$ cat config.mk
export PLATFORM = sky130hd
export DESIGN_NAME = side_request_conditioner
export DESIGN_NICKNAME = d
export VERILOG_FILES = /design/src/rtl/side_request_conditioner_pkg.sv /design/src/rtl/side_request_conditioner_sync_debounce.sv /design/src/rtl/side_request_conditioner.sv
export SDC_FILE = /design/constraint.sdc
export NUM_CORES = 1
export LEC_CHECK = 0
export ABC_CLOCK_PERIOD_IN_PS = 2100
export BUFFER_PORTS_ARGS = -buffer_cell sky130_fd_sc_hd__buf_2
export CAP_MARGIN = 20
export CORE_ASPECT_RATIO = 1.4
export CORE_UTILIZATION = 45
export CTS_CLUSTER_DIAMETER = 120
export DETAILED_ROUTE_END_ITERATION = 10
export PLACE_DENSITY = 0.69
export SLEW_MARGIN = 25
export SYNTH_ARGS = -nofsm -noshare
export SYNTH_HDL_FRONTEND = slang
export SYNTH_HIERARCHICAL = 1
export SYNTH_SLANG_ARGS = --single-unit
$ cat constraint.sdc
create_clock -name CLK -period 2.1 [get_ports CLK]
set_input_delay 0 -clock CLK [delete_from_list [all_inputs] [get_ports CLK]]
set_output_delay 0 -clock CLK [all_outputs]
set_load 0.005 [all_outputs]
$ cat src/rtl/side_request_conditioner_pkg.sv
// Shared types and defaults for the side-road request conditioner.
package side_request_conditioner_pkg;

    // Request FSM states
    typedef enum logic [1:0] {
        IDLE    = 2'd0,
        PENDING = 2'd1,
        SERVING = 2'd2,
        HOLD    = 2'd3
    } reqState_t;

    localparam int unsigned DEB_TICKS_DEF  = 20;
    localparam int unsigned HOLD_TICKS_DEF = 3;
    localparam int unsigned CNT_W_DEF      = 8;

    // True while the side road holds green for queued vehicles
    function automatic logic isServed(reqState_t st);
        return (st == SERVING) || (st == HOLD);
    endfunction

endpackage

$ cat src/rtl/side_request_conditioner_sync_debounce.sv
// Synchroniser plus tick-based debounce filter; emits the clean level and its edges.
module side_request_conditioner_sync_debounce
    import side_request_conditioner_pkg::*;
#(
    parameter int unsigned DEB_TICKS = DEB_TICKS_DEF
) (
    input  logic CLK,
    input  logic RESET,
    input  logic TICK,
    input  logic SENSE_RAW,
    output logic PRESENCE,
    output logic ARR,
    output logic DEP
);

    localparam int unsigned DEB_W = $clog2(DEB_TICKS + 1);

    logic             syncA;
    logic             syncB;
    logic [DEB_W-1:0] debCnt;

    // Two-flop synchroniser for the asynchronous sensor
    always_ff @(posedge CLK or posedge RESET) begin
        if (RESET) begin
            syncA <= 1'b0;
            syncB <= 1'b0;
        end else begin
            syncA <= SENSE_RAW;
            syncB <= syncA;
        end
    end

    // Level flips only after DEB_TICKS consecutive differing samples; edges pulse with the flip
    always_ff @(posedge CLK or posedge RESET) begin
        if (RESET) begin
            debCnt   <= '0;
            PRESENCE <= 1'b0;
            ARR      <= 1'b0;
            DEP      <= 1'b0;
        end else begin
            ARR <= 1'b0;
            DEP <= 1'b0;
            if (TICK) begin
                if (syncB == PRESENCE) begin
                    debCnt <= '0;
                end else if (debCnt == DEB_W'(DEB_TICKS - 1)) begin
                    debCnt   <= '0;
                    PRESENCE <= syncB;
                    ARR      <= syncB;
                    DEP      <= ~syncB;
                end else begin
                    debCnt <= debCnt + DEB_W'(1);
                end
            end
        end
    end

endmodule

$ cat src/rtl/side_request_conditioner.sv
// Side-road request conditioner: debounced presence, vehicle queue count and request FSM.
module side_request_conditioner
    import side_request_conditioner_pkg::*;
#(
    parameter int unsigned DEB_TICKS  = DEB_TICKS_DEF,
    parameter int unsigned HOLD_TICKS = HOLD_TICKS_DEF,
    parameter int unsigned CNT_W      = CNT_W_DEF
) (
    input  logic             CLK,
    input  logic             RESET,
    input  logic             TICK,
    input  logic             SENSE_RAW,
    input  logic             F_GREEN,
    output logic             S,
    output logic             PRESENCE,
    output logic [CNT_W-1:0] REQ_CNT
);

    localparam int unsigned      HOLD_W  = $clog2(HOLD_TICKS + 1);
    localparam logic [CNT_W-1:0] CNT_MAX = '1;

    reqState_t         state;
    reqState_t         stateNext;
    logic [HOLD_W-1:0] holdCnt;
    logic [HOLD_W-1:0] holdNext;
    logic              arr;
    logic              dep;
    logic              fgPrev;
    logic              fgFall;

    side_request_conditioner_sync_debounce #(
        .DEB_TICKS (DEB_TICKS)
    ) u_syncDebounce (
        .CLK       (CLK),
        .RESET     (RESET),
        .TICK      (TICK),
        .SENSE_RAW (SENSE_RAW),
        .PRESENCE  (PRESENCE),
        .ARR       (arr),
        .DEP       (dep)
    );

    assign fgFall = fgPrev & ~F_GREEN;

    // Green-lamp history for edge detection at CLK rate
    always_ff @(posedge CLK or posedge RESET) begin
        if (RESET) begin
            fgPrev <= 1'b0;
        end else begin
            fgPrev <= F_GREEN;
        end
    end

    // Saturating queue count; departures only count while the side road is served
    always_ff @(posedge CLK or posedge RESET) begin
        if (RESET) begin
            REQ_CNT <= '0;
        end else if (arr) begin
            if (REQ_CNT != CNT_MAX) begin
                REQ_CNT <= REQ_CNT + CNT_W'(1);
            end
        end else if (dep && isServed(state) && (REQ_CNT != '0)) begin
            REQ_CNT <= REQ_CNT - CNT_W'(1);
        end
    end

    // State, hold timer and registered request decoded from the next state
    always_ff @(posedge CLK or posedge RESET) begin
        if (RESET) begin
            state   <= IDLE;
            holdCnt <= '0;
            S       <= 1'b0;
        end else begin
            state   <= stateNext;
            holdCnt <= holdNext;
            S       <= (stateNext != IDLE);
        end
    end

    // Next-state logic; green fall beats arrival beats hold expiry
    always_comb begin
        stateNext = state;
        holdNext  = holdCnt;
        unique case (state)
            IDLE: begin
                if (arr) begin
                    stateNext = PENDING;
                end
            end
            PENDING: begin
                // Level test covers both a fresh rise and green already being on
                if (F_GREEN) begin
                    stateNext = SERVING;
                end
            end
            SERVING: begin
                if (fgFall) begin
                    stateNext = (REQ_CNT != '0) ? PENDING : IDLE;
                end else if ((REQ_CNT == '0) && !PRESENCE) begin
                    stateNext = HOLD;
                    holdNext  = HOLD_W'(HOLD_TICKS);
                end
            end
            HOLD: begin
                if (fgFall) begin
                    stateNext = (REQ_CNT != '0) ? PENDING : IDLE;
                end else if (arr) begin
                    stateNext = SERVING;
                end else if (TICK) begin
                    if (holdCnt <= HOLD_W'(1)) begin
                        stateNext = IDLE;
                        holdNext  = '0;
                    end else begin
                        holdNext = holdCnt - HOLD_W'(1);
                    end
                end
            end
            default: begin
                stateNext = IDLE;
            end
        endcase
    end

endmodule

[Word level (Yosys, flattened, before mapping)]
Index checks and enable logic that the tools add are counted.
Cells by class
  add/sub/neg operators: 4
  multiply operators: 0
  divide/modulo/power cells: 0
  order comparisons: 1
  eq/ne operators: 12
  shift-type cells: 0
  multiplexer cells: 28
  bitwise gates (word level): 4
  reductions and logical operators: 14
Operators with widths (number)
  two-way mux 2 bit: 14
  two-way mux 8 bit: 3
  two-way mux 5 bit: 2
  != test 2 bit (second input constant): 5
  adder 8 x 1 -> 8 bit (second input constant): 1
  logical NOT 8 bit: 1
  != test 8 bit (second input constant): 1
  case mux 2 bit (4 select lines): 1
  nonzero test 8 bit: 1
  subtractor 8 x 1 -> 8 bit (second input constant): 1
  two-way mux 1 bit: 7
  AND reduction 6 bit: 1
  nonzero test 2 bit: 3
  adder 5 x 1 -> 5 bit (second input constant): 1
  == test 5 bit (second input constant): 1
  == test 2 bit (second input constant): 2
  case mux 2 bit (2 select lines): 1
  logical AND 1 bit: 3
  NOT 1 bit: 3
  AND reduction 3 bit: 1
  == test 2 x 1 -> 1 bit (second input constant): 1
  less-or-equal comparator 2 x 1 -> 1 bit (second input constant): 1
  logical NOT 2 bit: 1
  != test 2 x 1 -> 1 bit (second input constant): 1
  other kinds (6): 6
Storage, ports and cells
  register bits after elaboration: 24
  bits in latches: 0
  RAM bits: 0
  memory bits (read-only): 0
  input port bits: 5
  output and inout port bits: 10
  word-level logic and storage cells: 74
  memories kept: 0

[Logic depth before layout (Yosys ltp)]
Gate-level depths: netlist of run 1.
  depth in word-level cells: 7
  mapped depth: 7
  depth with buffers taken out: 6

[Hierarchy]
The synthesis of run 1 kept the hierarchy.
By module, submodules not included
  side_request_conditioner: instances 1, cells each 100, area an instance 1023.5 um2
  side_request_conditioner_sync_debounce: instances 1, cells each 39, area an instance 478.0 um2

[Worst setup path before layout of run 1]
Ideal clock, no wire load.
  path type: reg-to-reg
  start: register u_syncDebounce.ARR
  end: register REQ_CNT[7]
  setup time: 0.140 ns
  arrival time: 1.848 ns
  path slack: 0.112 ns
  cell stages (with the launch flop): 8
  path buffers: 1
  cells stage by stage: dfrtp_1 buf_4 inv_1 ha_1 a211oi_1 o211ai_1 a2111oi_0 a211oi_1
On the way
  longest elaborated chain between the ends: 2
  elaborated cells between the ends (all ways): 4
  classes of those cells: eq/ne (1); mux (1); reduce/logical (2)
RTL lines
  start: declaration: RTL line side_request_conditioner_sync_debounce.sv:12  | output logic ARR,
  start signal: assignment: RTL line side_request_conditioner_sync_debounce.sv:49  | ARR <= syncB;
  != test 2 bit (no source line) / nonzero test 2 bit (equally long branches)
  AND reduction 2 bit (no source line)
  end signal: assignment: RTL line side_request_conditioner.sv:60  | REQ_CNT <= REQ_CNT + CNT_W'(1);
  end signal: assignment: RTL line side_request_conditioner.sv:63  | REQ_CNT <= REQ_CNT - CNT_W'(1);
  end: declaration: RTL line side_request_conditioner.sv:16  | output logic [CNT_W-1:0] REQ_CNT
Several ways; a longest one is shown, not always the timed one.
A chain may end at the register's enable or synchronous reset.

[Worst setup path after layout of run 1]
  start: register REQ_CNT[1]
  end: register REQ_CNT[7]
On the way
  longest elaborated chain between the ends: 4
  elaborated cells between the ends (all ways): 11
  classes of those cells: add/sub (2); eq/ne (2); mux (3); reduce/logical (4)
RTL lines
  parallel branches: the longest is 4 deep, another holds subtractor 8 x 1 -> 8 bit
Parallel ways; which one is timed is not known. The select of a mux whose other input is x is not followed.

==> results of run 1 <==
-- cells by family (layout without fill, tap and decap cells) --
kind of cell / after synthesis / after routing
adders and majority gates: 8 / 8
buffers and inverters: 12 / 33
AOI/OAI and AO/OA: 42 / 42
DFF: 24 / 24
and+or+nand+nor: 38 / 38
xor gates and xnor gates: 7 / 7
muxes: 8 / 8
-- critical path: cells and delay by family, from the launching register on --
kind | cells | cell delay (ns)
compound gates | 4 | 1.04
fa+ha+maj | 1 | 0.34
flops | 1 | 0.47
-- power groups by stage --
stage	clock, W	sequential, W	combinational (W)
5_1_grt	0.000288	0.000840	0.00144
3_5_place_dp	0	0.000824	0.00129
6_report	0.000265	0.000809	0.00129
4_1_cts	0.000271	0.000814	0.00130
2_1_floorplan	0	0.000771	0.000956
3_3_place_gp	0	0.000809	0.00123
-- flip-flops by register name, indices dropped and copies added, names as in the netlist, 2 cells and up --
register,count
REQ_CNT,8
u_syncDebounce/debCnt,5
holdCnt,2
state,2
-- cell type report --
class | instances | area (µm²) | area share [%]
clock buffers | 3 | 41.3 | 2.43
inverters | 8 | 30.0 | 1.76
multi-input cells | 103 | 843 | 49.6
flip-flops and latches | 24 | 601 | 35.3
well taps | 39 | 48.8 | 2.87
repair buffers | 22 | 138 | 8.09
-- synth_stat cells, drive strengths merged, types with 4 or more instances --
cell type	n
dfrtp	24
o21ai	12
inv	8
ha	7
mux2	7
a21oi	6
nor2	6
nand2	4
nand4	4
xnor2	4
-- worst paths after layout --
| kind | end | from | depth (start not counted) |
|---|---|---|---|
| worst max-delay path | REQ_CNT[7] | REQ_CNT[1] | 5 |
| worst min-delay path | u_syncDebounce/DEP | TICK | 3 |
| worst max register to register | REQ_CNT[7] | REQ_CNT[1] | 5 |
| worst min register to register | u_syncDebounce/syncB | u_syncDebounce/syncA | 0 |
| max in group asynchronous | REQ_CNT[6] | RESET | 3 |
| min in group asynchronous | u_syncDebounce/DEP | RESET | 3 |
-- metrics by stage --
| stage | util (%) | hold slack [ns] |
|---|---|---|
| after floorplan | - | -0.160 |
| after global placement | 51.5 | 0.0125 |
| after detailed placement | 51.5 | 0.0137 |
| after CTS | 53.8 | 0.112 |
| after global routing | 54.0 | 0.125 |
| final | 54.0 | 0.112 |
-- metal layers --
metal	part of all wire (%)	vias to the layer above	track usage [%]
li1	-	568	-
met1	41	556	21.6
met2	54	17	34.4
met3	2.0	6	2.83
met4	2.8	0	10.8
met5	0	-	0
-- what timing repair did --
item,in CTS,in global routing
resized for setup,0,3
hold endpoints to repair,26,0
hold buffers,3,0
endpoints found under the setup margin,0,1
==> results.json, run 1 <==
{
  "cp.required_ns": 2.27,
  "ys_top_cells_by_area": "dfrtp_1, mux2_4, ha_1",
  "grt_max_degree": 15,
  "internal_power_w": 0.00141,
  "synth_nets": 152,
  "p_per_area_nw_per_um2": 1390,
  "dpl-instance-area_um2": 1620,
  "synth_xor_area_share_pct": 4.08,
  "final_common_cell": "dfrtp_1",
  "grt_use_total_pct": 19.5,
  "vias": 1147,
  "run_status": "finished clean",
  "clockBufferDepth": 2,
  "crit_top_cell": "a211oi_1",
  "leakage_nw": 0.791,
  "setup_viol": 0,
  "critPathArrivalTime_ns": 2.12,
  "stdcell_area_um2": 1700,
  "grt_overflow": 0,
  "power_frac_seq_pct": 34.2,
  "path_clk_slew_ns": 0.08,
  "period_share_pct": 92.8,
  "via_per_inst": 5.76,
  "comb_power_share_pct": 54.6,
  "port_buffers": 14,
  "yosys.area_share.simple_pct": 17.0,
  "cts_sinks": 24,
  "drc": 0,
  "yosysSeqAreaShare_pct": 40.0,
  "synth_compound_area_share_pct": 20.1,
  "skew_ns": 0.00650,
  "synth-adder-area-share_pct": 7.17,
  "layout.nets": 175,
  "timing.slew.headroom_pct": 64.0,
  "worstMarginPinSlew_ns": 0.540,
  "yosysWarningCount": 6,
  "wl_um": 2950,
  "rows": 24,
  "syn_area_um2": 1500,
  "htree_levels": 1,
  "synth_cell_types": 54,
  "crit_chain": "ha_1 -> a211oi_1 -> o211ai_1 -> a211o_1 -> a211oi_1",
  "synth_mux_area_share_pct": 7.42,
  "root_buffer": "clkbuf_8",
  "endpoint_kind": "register",
  "cts_setup_buffers": 0,
  "slew_viol_final": 0,
  "clock_latency_ns": 0.26,
  "synth_area_leader_cell": "dfrtp_1",
  "slowest_stage": "dfrtp_1",
  "min_period_ns": 1.95,
  "swShare_pct": 40.5,
  "synth-seq-cells": 24,
  "yosys_most_used_dff": "dfrtp_1",
  "hp-class": "input pin to register",
  "crit_fanout": 6,
  "dp_slack_ns": 0.0356,
  "synth-edff-count": 0,
  "syn_avg_cell_area_um2": 10.8,
  "antenna_found_initial": 0,
  "postRouteAntennaNets": 0,
  "fp.coreArea_um2": 3150,
  "dpl.hpwl_um": 2360,
  "drive_gt1_share_pct": 24.4,
  "p_sw_w": 0.000958,
  "synth_top_family_by_area": "compound AO/OA/AOI/OAI gates",
  "max_freq_mhz": 513,
  "first_pass_iters": 4,
  "initial_core_util_pct": 47.6,
  "die_h_um": 70.3,
  "total_power_w": 0.00236,
  "grt_pass1_vias": 1192,
  "grt_pass1_wl_um": 5200,
  "finalNonFillerCells": 199,
  "fp.dieW_um": 50.8,
  "avgRoutedWirePerCell_um": 14.8,
  "tns_ns": 0,
  "placedCellCount": 193,
  "rsz0062_at_grt": "no",
  "slowest_delay_ns": 0.47,
  "startpoint_type": "register",
  "postSynthCellCount": 139,
  "final_cell_mix": "dfrtp_1, buf_2, o21ai_0",
  "async_flop_share_pct": 100,
  "r2r_slack_ns": 0.15,
  "vdd_drop_max_uv": 935,
  "io_pins": 15,
  "worstSetupPathType": "register to register",
  "nFillCells": 307,
  "dieArea_um2": 3570,
  "maxCapViolations": 0,
  "timing.final.ws_setup_ns": 0.150,
  "gp_congestion": 0.746,
  "synth_top_cell_area_share_pct": 40.0,
  "finalHoldViolations": 0,
  "n_antenna_cell": 0,
  "cts_made_buffers": 3,
  "clkPwrFrac_pct": 11.2,
  "drtIter0Drc": 12,
  "cts_tree": "yes",
  "area_growth_pct": 13.3
}
(Power assumes the default switching activity.)
==> inputs of run 2 (changes only) <==
--- a/config.mk
+++ b/config.mk
@@ -5,14 +5,15 @@
 export SDC_FILE = /design/constraint.sdc
 export NUM_CORES = 1
 export LEC_CHECK = 0
-export ABC_CLOCK_PERIOD_IN_PS = 2100
+export ABC_CLOCK_PERIOD_IN_PS = 1900
 export BUFFER_PORTS_ARGS = -buffer_cell sky130_fd_sc_hd__buf_2
 export CAP_MARGIN = 20
 export CORE_ASPECT_RATIO = 1.4
 export CORE_UTILIZATION = 45
+export CTS_BUF_LIST = sky130_fd_sc_hd__clkbuf_8
 export CTS_CLUSTER_DIAMETER = 120
 export DETAILED_ROUTE_END_ITERATION = 10
-export PLACE_DENSITY = 0.69
+export PLACE_DENSITY = 0.66
 export SLEW_MARGIN = 25
 export SYNTH_ARGS = -nofsm -noshare
 export SYNTH_HDL_FRONTEND = slang
==> constraint.sdc (replaced) <==
create_clock -name CLK -period 1.9 [get_ports CLK]
set_input_delay 0 -clock CLK [delete_from_list [all_inputs] [get_ports CLK]]
set_output_delay 0 -clock CLK [all_outputs]
set_load 0.005 [all_outputs]
==> results.json, run 2 (synthesis gave the netlist of run 1 again) <==
{
  "grt_pass1_wl_um": 5830,
  "cp.required_ns": 2.06,
  "dpl.hpwl_um": 2290,
  "crit_fanout": 7,
  "gp_congestion": 0.788,
  "seqCellArea_um2": 606,
  "run_status": "complete, but fails checks",
  "grt_max_degree": 15,
  "postRouteAntennaNets": 0,
  "cts_sinks": 24,
  "use_met1_pct": 25.2,
  "critPathArrivalTime_ns": 2.13,
  "cts_tree": "yes",
  "skew_ns": 0.00842,
  "clockBufferDepth": 2,
  "slew_viol_final": 0,
  "max_freq_mhz": 508,
  "root_buffer": "clkbuf_8",
  "startpoint_type": "register",
  "p_per_area_nw_per_um2": 1640,
  "top_regs": "REQ_CNT: 8 flops, u_syncDebounce/debCnt: 5 flops",
  "final_cell_mix": "dfrtp_1, buf_2, buf_4",
  "wl_um": 3510,
  "clock_latency_ns": 0.26,
  "area_growth_pct": 29.0,
  "grt_pass1_vias": 1299,
  "r2r-start": "u_syncDebounce/ARR",
  "rows": 24,
  "crit_start": "u_syncDebounce/ARR",
  "period_share_pct": 104,
  "rr_endpoint": "REQ_CNT[7]",
  "path_clk_slew_ns": 0.08,
  "n_antenna_cell": 0,
  "holdWs_ns": 0.121,
  "maxCapViolations": 0,
  "grtUsageMet2_pct": 36.9,
  "min_period_ns": 1.97,
  "timing.slew.headroom_pct": 61.4,
  "hp-class": "input pin to register",
  "drive_gt1_share_pct": 38.8,
  "rsz0062_at_grt": "yes",
  "dp_slack_ns": -0.0172,
  "layout.nets": 184,
  "grt_use_total_pct": 21.2,
  "dieArea_um2": 3570,
  "antenna_found_initial": 0,
  "first_pass_iters": 4,
  "violations": "negative setup slack",
  "setup_viol": 1,
  "cts_made_buffers": 3,
  "htree_levels": 1,
  "endpoint_kind": "register",
  "vias": 1238,
  "fp.coreArea_um2": 3150,
  "drtIter0Drc": 27,
  "met3_usage_pct": 1.74,
  "via_per_inst": 5.92,
  "die_h_um": 70.3,
  "leakage_nw": 0.889,
  "nFillCells": 265,
  "r2r_cells": 7,
  "grt_overflow": 0,
  "vdd_drop_max_uv": 1370,
  "timing.final.ws_setup_ns": -0.0688,
  "drc": 0,
  "port_buffers": 14,
  "multi_input_area_um2": 973,
  "worstSetupPathType": "register to register",
  "largest_reg_flops": 8,
  "initial_core_util_pct": 47.6,
  "tns_ns": -0.0688,
  "final_common_cell": "dfrtp_1",
  "fp.dieW_um": 50.8,
  "worstMarginPinSlew_ns": 0.578,
  "finalHoldViolations": 0,
  "io_pins": 15,
  "cp-endpoint": "REQ_CNT[7]",
  "top_register": "REQ_CNT",
  "busiest_layer": "met2",
  "avgRoutedWirePerCell_um": 16.8,
  "r2r_slack_ns": -0.07
}
-- run 2: changes by cell type in the layout (fill, tap and decap cells not counted), sizes merged --
cell,previous run,this run
buf,19,28
clkbuf,3,4
-- run 2: stage by stage --
| step | cell area, µm² | total power [W] | cells | util, % |
|---|---|---|---|---|
| global route | 1940 | 0.00343 | 209 | 61.4 |
| finish | 1940 | 0.00318 | 209 | 61.4 |
| detailed placement | 1650 | 0.00235 | 195 | 52.4 |
| CTS | 1790 | 0.00281 | 206 | 56.8 |
| global placement | 1650 | 0.00229 | 195 | 52.4 |
| floorplan | 1500 | 0.00191 | 139 | - |
-- run 2: critical path: stages, from the launching register on --
cell	delay, ns
dfrtp_1	0.40
inv_4	0.10
ha_4	0.31
o211ai_1	0.11
o211ai_1	0.41
buf_4	0.21
a31oi_2	0.09
a211oi_2	0.25
-- run 2: routing by layer --
metal,wire length (µm),up-vias
li1,-,587
met2,1870,27
met4,166,0
met1,1390,608
met5,0,-
met3,82,16
-- run 2: what timing repair did --
| item | CTS | global route |
|---|---|---|
| setup buffers | 4 | 3 |
| resized for setup | 5 | 19 |
| endpoints found under the hold margin | 26 | 0 |
| pin swaps | 2 | 5 |
| setup endpoints to repair | 1 | 3 |
| gates cloned | 0 | 0 |
| hold buffers | 3 | 0 |
-- run 2: worst min-delay path by stage --
stage,from,end,slack (ns),depth (start not counted)
after global placement,RESET,u_syncDebounce/debCnt[4],0.002,2
after global routing,TICK,u_syncDebounce/DEP,0.14,3
after detailed placement,RESET,u_syncDebounce/debCnt[3],-0.001,2
after CTS,TICK,u_syncDebounce/DEP,0.12,3
after floorplan,RESET,u_syncDebounce/ARR,-0.16,1
final,TICK,u_syncDebounce/DEP,0.12,3
-- run 2: report_power, final --
group          total, W  switching (W)  leakage [nW]  internal, W
logic           0.00191       0.000871         0.555      0.00104
registers      0.000929       0.000248         0.305     0.000681
clock network  0.000339       0.000155        0.0288     0.000185
total           0.00318        0.00127         0.889      0.00191
-- run 2: layout make-up --
class,count,share of cell area (%)
well taps,39,2.52
repair buffers,31,11.4
flip-flops and latches,24,31.3
inverters,8,1.68
clock buffers,4,2.84
multi-input cells,103,50.3
